`config.mk`:
```
export PLATFORM = sky130hd
export DESIGN_NAME = stream_arb_mux
export DESIGN_NICKNAME = d
export VERILOG_FILES = /design/src/rtl/stream_arb_mux.sv
export SDC_FILE = /design/constraint.sdc
export NUM_CORES = 1
export LEC_CHECK = 0
export ABC_AREA = 1
export CORE_MARGIN = 4
export CORE_UTILIZATION = 55
export CTS_CLUSTER_DIAMETER = 30
export CTS_CLUSTER_SIZE = 12
export DETAILED_ROUTE_END_ITERATION = 10
export PLACE_DENSITY = 0.85
export SKIP_LAST_GASP = 1
export SYNTH_ARGS = -nofsm -noshare
export SYNTH_HDL_FRONTEND = slang
export SYNTH_SLANG_ARGS = --single-unit
```
`constraint.sdc`:
```
create_clock -name clk -period 4.27 [get_ports clk]
set_clock_uncertainty 0.15 [all_clocks]
set_input_delay 1.0675 -clock clk [delete_from_list [all_inputs] [get_ports clk]]
set_output_delay 1.0675 -clock clk [all_outputs]
set_load 0.005 [all_outputs]
```
`src/rtl/stream_arb_mux.sv`:
```
// stream_arb_mux: N-input valid/ready streaming multiplexer with one registered
// output stage. Arbitration is round-robin (RR_MODE=1) or fixed priority with
// the lowest index winning (RR_MODE=0). The accepted word is held until the
// consumer takes it, and the register can reload in the same cycle it drains.
//
// Ports:
//   clk        rising-edge clock
//   reset      synchronous, active-high reset
//   in_valid   per-channel valid (bit i = channel i)
//   in_data    flattened channel data, channel i at [i*WIDTH +: WIDTH]
//   in_ready   per-channel ready, at most one bit high (depends on out_ready)
//   out_valid  output register holds a word
//   out_data   registered data word
//   out_sel    index of the channel that out_data came from
//   out_ready  consumer accepts the word when out_valid && out_ready
module stream_arb_mux #(
  parameter int unsigned WIDTH   = 1,
  parameter int unsigned N_IN    = 4,
  parameter int unsigned RR_MODE = 1,
  parameter int unsigned SEL_W   = (N_IN > 1) ? $clog2(N_IN) : 1
) (
  input  logic                  clk,
  input  logic                  reset,
  input  logic [N_IN-1:0]       in_valid,
  input  logic [N_IN*WIDTH-1:0] in_data,
  output logic [N_IN-1:0]       in_ready,
  output logic                  out_valid,
  output logic [WIDTH-1:0]      out_data,
  output logic [SEL_W-1:0]      out_sel,
  input  logic                  out_ready
);

  logic             out_valid_q, out_valid_d;
  logic [WIDTH-1:0] out_data_q, out_data_d;
  logic [SEL_W-1:0] out_sel_q, out_sel_d;
  logic [SEL_W-1:0] ptr_q, ptr_d;

  logic load_en;
  logic grant_any;
  logic xfer;
  int   grant_idx;

  // Register may load when empty or when its word is being taken this cycle.
  assign load_en = !reset && (!out_valid_q || out_ready);

  // Search valid channels starting at the pointer (or 0 in fixed priority),
  // ascending with wrap; the first valid channel found wins.
  always_comb begin : p_grant
    int idx;
    idx       = 0;
    grant_any = 1'b0;
    grant_idx = 0;
    for (int k = 0; k < int'(N_IN); k++) begin
      idx = k + ((RR_MODE != 0) ? int'(ptr_q) : 0);
      if (idx >= int'(N_IN)) idx = idx - int'(N_IN);
      if (!grant_any && in_valid[idx]) begin
        grant_any = 1'b1;
        grant_idx = idx;
      end
    end
  end

  assign xfer = load_en && grant_any;

  // One-hot ready to the granted channel only.
  always_comb begin : p_ready
    in_ready = '0;
    for (int k = 0; k < int'(N_IN); k++) begin
      in_ready[k] = xfer && (grant_idx == k);
    end
  end

  // Next state of the output register and the round-robin pointer.
  always_comb begin : p_next
    out_valid_d = out_valid_q;
    out_data_d  = out_data_q;
    out_sel_d   = out_sel_q;
    ptr_d       = ptr_q;
    if (load_en) begin
      // Drain without a new grant clears valid but keeps data/sel.
      out_valid_d = grant_any;
      if (grant_any) begin
        out_data_d = in_data[grant_idx*int'(WIDTH) +: WIDTH];
        out_sel_d  = SEL_W'(grant_idx);
        if (RR_MODE != 0) begin
          ptr_d = SEL_W'(((grant_idx + 1) == int'(N_IN)) ? 0 : (grant_idx + 1));
        end
      end
    end
  end

  // State registers with synchronous reset; reset discards any held word.
  always_ff @(posedge clk) begin
    if (reset) begin
      out_valid_q <= 1'b0;
      out_data_q  <= '0;
      out_sel_q   <= '0;
      ptr_q       <= '0;
    end else begin
      out_valid_q <= out_valid_d;
      out_data_q  <= out_data_d;
      out_sel_q   <= out_sel_d;
      ptr_q       <= ptr_d;
    end
  end

  assign out_valid = out_valid_q;
  assign out_data  = out_data_q;
  assign out_sel   = out_sel_q;

endmodule

```
Word level (Yosys, flattened, before mapping)
Cells that the tools add are included.
Word-level totals
  bits in registers: 6
  logic and storage cells: 67
Cells by class
  $add $sub $neg: 8
  $lt $le $gt $ge: 8
  eq/ne operators: 4
  shift operators: 1
  multiplexer cells: 25
  reductions and logical operators: 17
Operators by type and width (number)
  $mux W32: 8
  $lt A32 B4 Y1 const B: 4
  $eq A32 B3 Y1 const B: 2
  $add A32 B2 Y32 const B: 1
  $eq A32 B2 Y1 const B: 1
  $eq A32 B4 Y1 const B: 1
  $logic_not A32 Y1: 1
  $shiftx A4 B32 Y1: 1
  $mux W1: 12
  $sub A3 B3 Y4 const B: 3
  $ge A3 B3 Y1 const B: 3
  $logic_and A1 B1 Y1: 9
  $bmux W1 S2: 4
  $add A2 B2 Y3 const A: 2
  $logic_not A1 Y1: 5
  $sub A2 B3 Y4 const B: 1
  $add A1 B2 Y3 const A: 1
  $ge A2 B3 Y1 const B: 1
  $mux W2: 1
  $reduce_and A2 Y1: 1
  $logic_or A1 B1 Y1: 1

Depth between registers and ports, before layout
  depth after elaboration: 18
  gate-level depth with buffers: 19
  depth with buffers taken out: 18

Worst setup path after synthesis
Ideal clock, no wire load.
  path kind: input-to-output
  from: input in_valid[3]
  to: output in_ready[3]
  data arrival time: 2.143 ns
  required time: 3.053 ns
  slack: 0.909 ns
  stages: 11
  path buffers: 0
  cell sequence: inv_1 -> nand2_1 -> nand3_2 -> nand2_4 -> a21oi_1 -> nand2_1 -> nand3_4 -> inv_1 -> ha_1 -> inv_1 -> nor2_1
RTL lines
  from (decl): RTL line 24  | input logic [N_IN-1:0] in_valid,
  to (decl): RTL line 26  | output logic [N_IN-1:0] in_ready,

==> results.toml <==
[floorplanning]
dieArea_sq_um = 2450
core_region_area_sq_um = 1559
die_w_microns = 49.50
initial_core_util_pct = 60.75
die_h_microns = 49.50
num_io_pins = 19
row_count = 14

[route]
routed_wl_microns = 2538
drcViolationCount = 0
drt-pass1-iter-count = 4
vias = 1023
via_per_inst = 5.471
first_iter_violations = 19
drtAntennaViolNets = 0
wire_per_inst_microns = 13.57

[logic_synthesis]
async_reset_ff_share_pct = 0
synthCells = 129
ys_types = 26
synth.most_common_cell = "nand2_1"
ys_ff_latch = 6
synthTopCellsByCount = "nand2_1, inv_1, ha_1, nand3_1"
synth_ff_type = "dfxtp_1"
synth_fp_nets = 152
ys_seq_area_share_pct = 12.68
synth_area_sq_um = 947.2
yosysTopAreaCell = "ha_1"
synthTopCellsByArea = "ha_1, dfxtp_1, nand2_1, nand2_4, inv_1"
yosys_warnings = 0
avgSynthCellArea_sq_um = 7.342
yosys.area.top_type_share_pct = 15.85
synth_edf_count = 0

[clock_tree]
insertion_delay_ns = 0.23
ctsHoldBuffers = 0
clk_path_buf_depth = 2
clkTransAtPathRegs_ns = 0.04
root_buffer = "clkbuf_4"
cts_tree = "built"
htree_levels = 1
cts_buffers = 3
clock_sinks = 6

[power]
power_frac_comb_pct = 84.5
p_sw_mw = 0.4567
seqPwrFrac_pct = 10.2
p_leak_nw = 0.7167
power_density_nw_per_um2 = 679.0
ir_drop_v = 0.0004081
switching_share_pct = 50.76
p_int_mw = 0.4430
clockPowerShare_pct = 5.3

[worst_setup_path]
crit_chain = "clkdlybuf4s50_1, buf_4, nand2_1, nand3_1, nand2_2, nand4_1, nand3_2, nand2_4, clkinv_4, ha_1, inv_1, nor2_1, dlygate4sd2_1"
slowest_stage = "clkdlybuf4s50_1"
reg2reg_slack_ns = 0.90
critPathKind = "in2out"
cpLargestDelayFamily = "buffers and inverters"
critPathBufInv = 5
critPathLaunchType = "input port"
worst-path-max-fanout = 4
arrival_ns = 2.91
slowest_delay_ns = 0.49
endpoint_kind = "output pin"
critical_path_required_ns = 3.05

[sta]
slew_violations = 0
slew_headroom_pct = 81.24
hold_slack_ns = 0.3311
hold_viol = 0
clock.fmax_mhz = 242.3
fin_crit_sh_pct = 96.65
tightest_slew_ns = 0.2809
finalSetupViolCount = 0
rsz0062_at_grt = "no"
period_needed_ns = 4.127

[placed_design]
dp_hpwl_microns = 2102
port_buffers = 18
placed_area_sq_um = 1264
gp_congestion = 0.8288

[outcome]
status = "completed"

[final_layout]
syn2layout_area_growth_pct = 39.89
finish.instance_area_sq_um = 1325
final_layout_size_suffix_gt1_share_pct = 35.67
fin_nets = 196
antenna_cells = 0
postLayoutCoreUtil_pct = 84.99

[grt]
grt_max_degree = 13
grtUsageTotal_pct = 21.37
grt_pass1_vias = 1013
antenna_found_initial = 0
grt-ovfl-total = 0
grt_pass1_wl_microns = 4195

[flow_run]
maxCapViolCount = 0

[min_path]
hp-class = "reg2reg"
[power groups by stage]
stage | Clock, mW | Combinational (mW) | Sequential (mW)
after floorplan | 0 | 0.451 | 0.0894
after global placement | 0 | 0.696 | 0.0911
after detailed placement | 0 | 0.722 | 0.0926
after CTS | 0.0506 | 0.743 | 0.0922
after global routing | 0.0527 | 0.825 | 0.0940
final | 0.0475 | 0.760 | 0.0922
[layer usage]
metal | routed length, microns | vias up | track usage (%) | part of all wire (%)
met4 | 81 | 0 | 9.217 | 3.2
met2 | 1354 | 41 | 41.29 | 53
li1 | - | 505 | - | -
met3 | 82 | 10 | 1.205 | 3.2
met1 | 1019 | 467 | 23.77 | 40
met5 | 0 | - | 0 | 0
[cell usage in the layout (no fill, tap or decap), types with 5 or more instances in the layout]
cell,n
inv_2,5
inv_1,17
clkdlybuf4s50_1,11
buf_4,22
dlygate4sd2_1,6
dfxtp_1,6
nor2_1,7
nand2_1,24
nand3_1,12
ha_1,12
nand3_2,5
nand2_2,8
nand2_4,7
[sequential cells by signal, indices dropped and copies added (netlist names)]
register and flops:
out_data 1, out_sel 2, out_valid 1, ptr_q 2
[layout make-up]
type | count | area (sq um)
tap | 16 | 20.02
fill | 101 | 234.0
sequential | 6 | 120.1
inverter | 24 | 102.6
clock buffer | 3 | 22.52
multi-input combinational | 98 | 719.4
timing repair buffer | 40 | 340.3
[logic make-up after synthesis]
logic type / synth area share, %
buffers and inverters: 12.02
and+or+nand+nor: 51.52
DFF: 12.68
AOI/OAI and AO/OA: 7.926
adders and majority gates: 15.85
[stage by stage]
| step | worst slack, ns | total power [mW] | setup TNS (ns) | cells |
|---|---|---|---|---|
| after floorplan | 0.9092 | 0.5408 | 0 | 129 |
| after global placement | -0.06886 | 0.7873 | -0.2594 | 179 |
| after detailed placement | -0.2244 | 0.8144 | -0.7663 | 179 |
| after CTS | -0.06352 | 0.8862 | -0.06352 | 187 |
| after global routing | 0.01468 | 0.9718 | 0 | 187 |
| final | 0.1430 | 0.8997 | 0 | 187 |
[worst register-to-register path: stages (launching register included)]
cell,delay (ns)
dfxtp_1,0.47
inv_1,0.21
ha_1,0.40
inv_1,0.14
nand3_1,0.11
nand2_2,0.12
nand4_1,0.16
nand3b_4,0.20
nand2_2,0.12
buf_4,0.11
buf_4,0.12
nand3_1,0.07
ha_1,0.27
nand4_1,0.08
nor4_1,0.19
nand3_1,0.15
nand3_1,0.11
a21oi_1,0.07
[worst paths after layout]
kind,to,depth (start not counted),startpoint
worst max-delay path,in_ready[3],13,in_valid[2]
worst min-delay path,out_data,2,out_data
worst max register to register,ptr_q[0],17,ptr_q[1]
worst min register to register,out_data,2,out_data
[timing repair]
action,in CTS,in global routing
pin swaps,5,0
buffers inserted,5,0
resized for setup,8,3
endpoints found under the hold margin,0,0
setup endpoints to repair,4,2
No activity file was read; power rests on OpenSTA's default activity.
